## config.mk

```make
export PLATFORM = sky130hd
export DESIGN_NAME = pipe_ex_cond
export DESIGN_NICKNAME = d
export VERILOG_FILES = /design/src/rtl/pipe_pkg.sv /design/src/rtl/pipe_cond_check.sv /design/src/rtl/pipe_ex_cond.sv
export SDC_FILE = /design/constraint.sdc
export NUM_CORES = 1
export LEC_CHECK = 0
export CAP_MARGIN = 10
export CELL_PAD_IN_SITES_DETAIL_PLACEMENT = 2
export CELL_PAD_IN_SITES_GLOBAL_PLACEMENT = 2
export CORE_MARGIN = 8
export CORE_UTILIZATION = 41
export CTS_CLUSTER_DIAMETER = 150
export DETAILED_ROUTE_END_ITERATION = 16
export DONT_BUFFER_PORTS = 1
export PLACE_DENSITY_LB_ADDON = 0.05
export SYNTH_ARGS = -nofsm -noshare
export SYNTH_HDL_FRONTEND = slang
export SYNTH_SLANG_ARGS = --single-unit
```

## constraint.sdc

```tcl
create_clock -name clk -period 5.2 [get_ports clk]
set_input_delay 0.78 -clock clk [delete_from_list [all_inputs] [get_ports clk]]
set_output_delay 0.78 -clock clk [all_outputs]
set_load 0.01 [all_outputs]
```

## src/rtl/pipe_pkg.sv

```systemverilog
// Shared definitions for the EX-stage condition / EX-MEM register slice.
//   cond_t      : the sixteen ARM condition codes.
//   FLAG_*      : bit positions of N, Z, C, V inside a {N,Z,C,V} flag vector.
//   FW_*        : bit positions inside flag_write_e (NZ pair, CV pair).
package pipe_pkg;

    typedef enum logic [3:0] {
        COND_EQ = 4'b0000,
        COND_NE = 4'b0001,
        COND_CS = 4'b0010,
        COND_CC = 4'b0011,
        COND_MI = 4'b0100,
        COND_PL = 4'b0101,
        COND_VS = 4'b0110,
        COND_VC = 4'b0111,
        COND_HI = 4'b1000,
        COND_LS = 4'b1001,
        COND_GE = 4'b1010,
        COND_LT = 4'b1011,
        COND_GT = 4'b1100,
        COND_LE = 4'b1101,
        COND_AL = 4'b1110,
        COND_NV = 4'b1111
    } cond_t;

    localparam int FLAG_N = 3;
    localparam int FLAG_Z = 2;
    localparam int FLAG_C = 1;
    localparam int FLAG_V = 0;

    // flag_write_e[1] updates N,Z ; flag_write_e[0] updates C,V
    localparam int FW_NZ = 1;
    localparam int FW_CV = 0;

endpackage

```

## src/rtl/pipe_cond_check.sv

```systemverilog
// Combinational ARM condition-code evaluator.
//   cond  : 4-bit condition field
//   flags : {N,Z,C,V}
//   pass  : 1 when the condition holds for these flags
module pipe_cond_check
    import pipe_pkg::*;
(
    input  logic [3:0] cond,
    input  logic [3:0] flags,
    output logic       pass
);

    logic n, z, c, v;

    assign n = flags[FLAG_N];
    assign z = flags[FLAG_Z];
    assign c = flags[FLAG_C];
    assign v = flags[FLAG_V];

    always_comb begin
        pass = 1'b1;
        unique case (cond_t'(cond))
            COND_EQ: pass = z;
            COND_NE: pass = ~z;
            COND_CS: pass = c;
            COND_CC: pass = ~c;
            COND_MI: pass = n;
            COND_PL: pass = ~n;
            COND_VS: pass = v;
            COND_VC: pass = ~v;
            COND_HI: pass = c & ~z;
            COND_LS: pass = ~c | z;
            COND_GE: pass = (n == v);
            COND_LT: pass = (n != v);
            COND_GT: pass = ~z & (n == v);
            COND_LE: pass = z | (n != v);
            COND_AL: pass = 1'b1;
            COND_NV: pass = 1'b1;
            default: pass = 1'b1;
        endcase
    end

endmodule

```

## src/rtl/pipe_ex_cond.sv

```systemverilog
// EX-stage conditional execution and EX/MEM pipeline register.
// Evaluates the EX instruction's condition against the architectural flags,
// updates the flags selectively, and registers data/controls into MEM.
//   clk, reset_n                  : clock, asynchronous active-low reset
//   valid_e, cond_e, flag_write_e : EX instruction validity, condition, flag-update mask
//   alu_flags_e, alu_result_e,
//   write_data_e, wa3_e           : EX ALU outputs, store data, destination index
//   reg_write_e, mem_write_e,
//   mem_to_reg_e, branch_e        : decoded EX controls
//   stall_m, flush_m              : hold / kill into MEM (stall wins)
//   cond_pass_e, branch_taken_e   : combinational condition result / branch decision
//   carry_q, flags_q              : registered C flag and {N,Z,C,V}
//   *_m                           : registered MEM-stage data and gated controls
module pipe_ex_cond
    import pipe_pkg::*;
(
    input  logic        clk,
    input  logic        reset_n,
    input  logic        valid_e,
    input  logic [3:0]  cond_e,
    input  logic [1:0]  flag_write_e,
    input  logic [3:0]  alu_flags_e,
    input  logic [31:0] alu_result_e,
    input  logic [31:0] write_data_e,
    input  logic [3:0]  wa3_e,
    input  logic        reg_write_e,
    input  logic        mem_write_e,
    input  logic        mem_to_reg_e,
    input  logic        branch_e,
    input  logic        stall_m,
    input  logic        flush_m,
    output logic        cond_pass_e,
    output logic        branch_taken_e,
    output logic        carry_q,
    output logic [3:0]  flags_q,
    output logic [31:0] alu_result_m,
    output logic [31:0] write_data_m,
    output logic [3:0]  wa3_m,
    output logic        reg_write_m,
    output logic        mem_write_m,
    output logic        mem_to_reg_m
);

    logic        exec_e;
    logic [1:0]  flag_pair_reg [2];
    logic [31:0] alu_result_reg;
    logic [31:0] write_data_reg;
    logic [3:0]  wa3_reg;
    logic        reg_write_reg;
    logic        mem_write_reg;
    logic        mem_to_reg_reg;

    pipe_cond_check u_cond_check (
        .cond  (cond_e),
        .flags (flags_q),
        .pass  (cond_pass_e)
    );

    // A flushed instruction neither commits flags nor side effects in MEM.
    assign exec_e         = valid_e & cond_pass_e & ~flush_m;
    // Deliberately not qualified by stall_m: the hazard unit owns that.
    assign branch_taken_e = valid_e & branch_e & cond_pass_e;

    // Each flag_write bit owns one flag pair: bit gi controls flags[2*gi+1:2*gi].
    for (genvar gi = 0; gi < 2; gi++) begin : g_flag_pair
        always_ff @(posedge clk or negedge reset_n) begin
            if (!reset_n) begin
                flag_pair_reg[gi] <= 2'b00;
            end else if (!stall_m && exec_e && flag_write_e[gi]) begin
                flag_pair_reg[gi] <= alu_flags_e[2*gi +: 2];
            end
        end
    end

    assign flags_q[FLAG_N:FLAG_Z] = flag_pair_reg[FW_NZ];
    assign flags_q[FLAG_C:FLAG_V] = flag_pair_reg[FW_CV];
    assign carry_q                = flags_q[FLAG_C];

    always_ff @(posedge clk or negedge reset_n) begin
        if (!reset_n) begin
            alu_result_reg <= 32'd0;
            write_data_reg <= 32'd0;
            wa3_reg        <= 4'd0;
            reg_write_reg  <= 1'b0;
            mem_write_reg  <= 1'b0;
            mem_to_reg_reg <= 1'b0;
        end else if (!stall_m) begin
            // Data fields are harmless when the controls are gated off,
            // so they load regardless of condition or flush.
            alu_result_reg <= alu_result_e;
            write_data_reg <= write_data_e;
            wa3_reg        <= wa3_e;
            reg_write_reg  <= reg_write_e  & exec_e;
            mem_write_reg  <= mem_write_e  & exec_e;
            mem_to_reg_reg <= mem_to_reg_e & exec_e;
        end
    end

    assign alu_result_m = alu_result_reg;
    assign write_data_m = write_data_reg;
    assign wa3_m        = wa3_reg;
    assign reg_write_m  = reg_write_reg;
    assign mem_write_m  = mem_write_reg;
    assign mem_to_reg_m = mem_to_reg_reg;

endmodule

```

After elaboration in Yosys (flattened, before gate mapping)
Cells that the tools add are included.
{"block": "classes", "addsub": 0, "muxes": 1, "n_lt_le_gt_ge": 0, "mul": 0, "div_mod_pow": 0, "n_reduce_logical": 6, "eq_ne": 17, "shifts": 0, "n_bitwise": 16}
{"cell": "equality test 4 bit, second input constant", "n": 8}
{"cell": "equality test 4 x 3 -> 1 bit, second input constant", "n": 4}
{"cell": "case mux 1 bit (15 select lines)", "n": 1}
{"cell": "AND 1 bit", "n": 9}
{"cell": "equality test 4 x 2 -> 1 bit, second input constant", "n": 2}
{"cell": "inverter 1 bit", "n": 5}
{"cell": "equality test 4 x 1 -> 1 bit, second input constant", "n": 1}
{"cell": "zero test 4 bit", "n": 1}
{"cell": "logical AND 1 bit", "n": 3}
{"cell": "OR 1 bit", "n": 2}
{"cell": "OR reduction 2 bit", "n": 1}
{"cell": "equality test 1 bit", "n": 1}
{"cell": "zero test 1 bit", "n": 1}
{"cell": "!= test 1 bit", "n": 1}
{"block": "totals", "out_inout_bits": 78, "mem_bits_rw": 0, "rom_bits": 0, "memories": 0, "regBits": 75, "input_bits": 87, "word_cells": 48, "latchBits": 0}

Logic depth before layout (Yosys ltp)
{"block": "logic_depth", "ltp_word": 7, "depth_mapped": 6, "depth_no_buf": 5}

Modules after synthesis
A second synthesis with hierarchy kept.
{"block": "hier_totals", "cells_unflattened": 192, "hier_area_um2": 3019.1}
{"mod": "pipe_ex_cond", "instances": 1, "cells_per_inst": 163, "area_each_um2": 2817.7, "seq_area_each_um2": 1876.8}
{"mod": "pipe_cond_check", "instances": 1, "cells_per_inst": 29, "area_each_um2": 201.4, "seq_area_each_um2": 0.0}

Worst setup path after synthesis
No wires, ideal clock.
{"block": "synth_path", "kind": "input -> output", "start": "input port cond_e[2]", "end": "output port branch_taken_e", "path_stages": 6, "required_ps": 4420, "setup_slack_ps": 2537, "arrival_ps": 1883, "path_buffers": 1, "cell_sequence": "buf_6 or3b_1 o311ai_1 o211a_1 nand3_1 and3_1"}
{"block": "synth_between", "elab_chain_cells": 4, "elab_cells_between_ends": 19, "cone_classes": "eq/ne: 15; mux: 1; bitwise: 1; reduce/logical: 2"}
{"item": "start, declared", "line_no": "pipe_ex_cond.sv:20", "rtl": "input logic [3:0] cond_e,"}
{"item": "equality test 4 bit", "line_no": "pipe_cond_check.sv:22", "rtl": "unique case (cond_t'(cond))"}
{"item": "OR reduction 2 bit (no source line)"}
{"item": "case mux 1 bit (15 select lines) (*)", "line_no": "pipe_cond_check.sv:22"}
{"item": "AND 1 bit (*)", "line_no": "pipe_ex_cond.sv:62", "rtl": "assign branch_taken_e = valid_e & branch_e & cond_pass_e;"}
{"item": "end, declared", "line_no": "pipe_ex_cond.sv:33", "rtl": "output logic branch_taken_e,"}
Mark *: on every way between the ends. The rest lies on a longest branch, timed or not.

Final worst setup path
{"block": "layout_path", "start": "register flag_pair_reg (netlist bit flags_q[2])", "end": "output port cond_pass_e"}
{"block": "layout_between", "elab_chain_cells": 3, "elab_cells_between_ends": 6, "cone_classes": "mux: 1; bitwise: 5"}
{"item": "start, declared", "line_no": "pipe_ex_cond.sv:45", "rtl": "logic [1:0] flag_pair_reg [2];"}
{"item": "start signal, assigned by index", "line_no": "pipe_ex_cond.sv:70", "rtl": "flag_pair_reg[gi] <= alu_flags_e[2*gi +: 2];"}
{"item": "inverter 1 bit", "line_no": "pipe_cond_check.sv:24, pipe_cond_check.sv:31, pipe_cond_check.sv:35"}
{"item": "AND 1 bit (on tied branches)", "line_no": "pipe_cond_check.sv:35, pipe_cond_check.sv:31"}
{"item": "case mux 1 bit (15 select lines) (*)", "line_no": "pipe_cond_check.sv:22"}
{"item": "end, declared", "line_no": "pipe_ex_cond.sv:32", "rtl": "output logic cond_pass_e,"}
Marks and branches as above.

==> flow_summary.json <==
{
  "drc": 0,
  "io_pins": 165,
  "maxSlewViolCount": 0,
  "cts_hold_buf": 0,
  "finalNonFillerCells": 304,
  "synth-edff-count": 0,
  "grt_pass1_wl_um": 11800,
  "status": "finished clean",
  "num_vias": 1680,
  "gp_congestion": 0.874,
  "synth_fp_nets": 288,
  "cts_max_path_buffers": 2,
  "start_kind": "flip-flop",
  "fin_crit_sh_pct": 54.3,
  "ys_seq_elements": 75,
  "synth_top_area_cell": "dfrtp_1",
  "cap_violations": 0,
  "ys_seq_area_share_pct": 61.8,
  "synthArstFlopShare_pct": 100,
  "core_sq_um": 7210,
  "drtAntennaViolNets": 0,
  "vdd_drop_max_mv": 0.189,
  "synth_area_per_cell_sq_um": 15.1,
  "start_util_pct": 42.1,
  "dieArea_sq_um": 10400,
  "syn_to_final_growth_pct": 9.06,
  "cts-buffers-inserted": 9,
  "htreeDepth": 3,
  "cts_num_sinks": 75,
  "r2r_start": "flags_q[2]$_DFFE_PN0P_",
  "p_leak_nw": 1.37,
  "crit_arrival_ns": 2.04,
  "grt_pass1_vias": 2048,
  "antenna_found_initial": 0,
  "hpwl_um": 6120,
  "drive_gt1_share_pct": 41.5,
  "clock_latency_ns": 0.33,
  "period_needed_ns": 2.82,
  "yosysUniqueCellTypes": 37,
  "synth.area.top_cells": "dfrtp_1, mux2_2, mux2_1, buf_1, a22o_1",
  "overflow": 0,
  "powerDensity_nw_per_um2": 400,
  "finalPower_mw": 1.32,
  "grt_usage_pct": 15.1,
  "rr_worst_depth": 5,
  "timing.rr.end": "flags_q[0]$_DFFE_PN0P_",
  "cts-root-buf": "clkbuf_8",
  "diodes": 0,
  "tightest_slew_ns": 0.333,
  "wirelength_um": 7820,
  "post_cts_resized": 0,
  "fin_tns_setup_ns": 0,
  "die_y_um": 102,
  "synth_area_sq_um": 3040,
  "yosys_warnings": 0,
  "nFillCells": 716,
  "worstPathMaxFanout": 8,
  "drt-initial-drc-count": 31,
  "first_pass_iters": 4,
  "portBuffers": 0,
  "wire_per_inst_um": 25.7,
  "synth_cells": 201,
  "clk_pin_slew_ns": 0.08,
  "endpoint_kind": "output pin",
  "final_nets": 287,
  "hold_class": "in2async",
  "rows": 31,
  "worst-r2r-setup-slack_ns": 3.10,
  "cts_setup_buffers": 0,
  "setup_viol": 0,
  "yosysTopAreaCellShare_pct": 61.8,
  "cts_tree": "yes",
  "hold_viol": 0,
  "skew_ns": 0.000458,
  "fp.dieW_um": 102,
  "vias_per_cell": 5.53,
  "relSlewSlack_pct": 77.5,
  "worstPathRequired_ns": 4.42,
  "postPlaceCellArea_sq_um": 3100,
  "grt_max_degree": 76,
  "stdcell_area_sq_um": 3310,
  "fmax_mhz": 354,
  "path_class": "reg2out",
  "place_inst": 288,
  "synth_ff_type": "dfrtp_1",
  "rsz0062_at_grt": "no"
}
-- cell usage after synthesis (all sizes together), types with 2 or more instances --
library cell	count
dfrtp	75
mux2	72
buf	10
a22o	3
a31oi	3
nand2	3
nand3	3
clkbuf	2
inv	2
nand2b	2
nand4b	2
nor2	2
o21ai	2
o311ai	2
o41a	2
or2	2
-- report_power, final --
part	internal [mW]	switching [mW]	leakage (nW)
clock	0.239	0.217	0.0995
combinational	0.0730	0.0412	0.386
sequential	0.649	0.104	0.885
-- cell families (layout without fill, tap and decap cells) --
| kind of cell | Yosys count | after routing | synth area share (%) |
|---|---|---|---|
| buffers and inverters | 14 | 18 | 2.14 |
| AO/OA/AOI/OAI | 17 | 17 | 4.37 |
| XOR/XNOR | 2 | 2 | 0.577 |
| AND/OR/NAND/NOR | 21 | 21 | 4.45 |
| flip-flops | 75 | 75 | 61.8 |
| multiplexers | 72 | 72 | 26.7 |
-- layout make-up --
type	count	area [sq um]	area share, %
Sequential cell	75	1880	56.6
Multi-Input combinational cell	112	1100	33.1
Clock buffer	10	138	4.15
Tap cell	99	124	3.74
Clock inverter	6	71.3	2.15
Inverter	2	7.51	0.227
-- worst max-delay path: stages, from the launching register on --
cell,delay (ns)
dfrtp_1,0.51
or4bb_1,0.56
o22ai_1,0.16
o21ai_1,0.13
nand3_1,0.12
o41a_1,0.23
-- through the flow --
| step | hold slack [ns] | worst slack [ns] | utilization [%] |
|---|---|---|---|
| global route | 0.103 | 2.27 | 45.9 |
| global placement | 0.487 | 2.54 | 43.0 |
| floorplan | 0.484 | 2.54 | - |
| finish | 0.135 | 2.38 | 45.9 |
| detailed placement | 0.490 | 2.49 | 43.0 |
| CTS | 0.107 | 2.37 | 45.9 |
-- routing by layer --
metal  GRT usage, %  share of wire, %  up-vias
met5              0                 0        -
met4           5.64               1.6        0
met3           8.65                14       10
met2           26.8                54       90
met1           13.9                30      862
li1               -                 -      718
-- registers in the layout, indices dropped and copies added (netlist names) --
name          cells
flags_q           3
mem_to_reg_m      1
mem_write_m       1
reg_write_m       1
wa3_m             4
write_data_m     32
alu_result_m     32
carry_q           1
-- cell usage in the layout (no fill, tap or decap), drive strengths merged --
cell type / instances
dfrtp: 75
mux2: 72
clkbuf: 10
inv: 4
nand2: 3
nand3: 3
a31oi: 3
a22o: 3
nand4b: 2
nand2b: 2
nor2: 2
o41a: 2
clkinvlp: 2
or2: 2
o21ai: 2
o311ai: 2
xor2: 1
nand3b: 1
or3b: 1
or4bb: 1
o22ai: 1
a21oi: 1
nor2b: 1
xnor2: 1
and3b: 1
a21boi: 1
nor4bb: 1
a32oi: 1
o211a: 1
and3: 1
clkinv: 1
bufinv: 1
-- how the worst max path moves through the flow --
stage / endpoint / from / slack, ns / depth (start not counted)
6_report: cond_pass_e / flags_q[2]$_DFFE_PN0P_ / 2.38 / 5
5_1_grt: cond_pass_e / flags_q[2]$_DFFE_PN0P_ / 2.27 / 5
4_1_cts: cond_pass_e / flags_q[2]$_DFFE_PN0P_ / 2.37 / 5
3_5_place_dp: cond_pass_e / cond_e[1] / 2.49 / 5
3_3_place_gp: branch_taken_e / cond_e[1] / 2.54 / 5
2_1_floorplan: branch_taken_e / cond_e[2] / 2.54 / 6
Note: power is estimated with default switching activity, not from simulation.
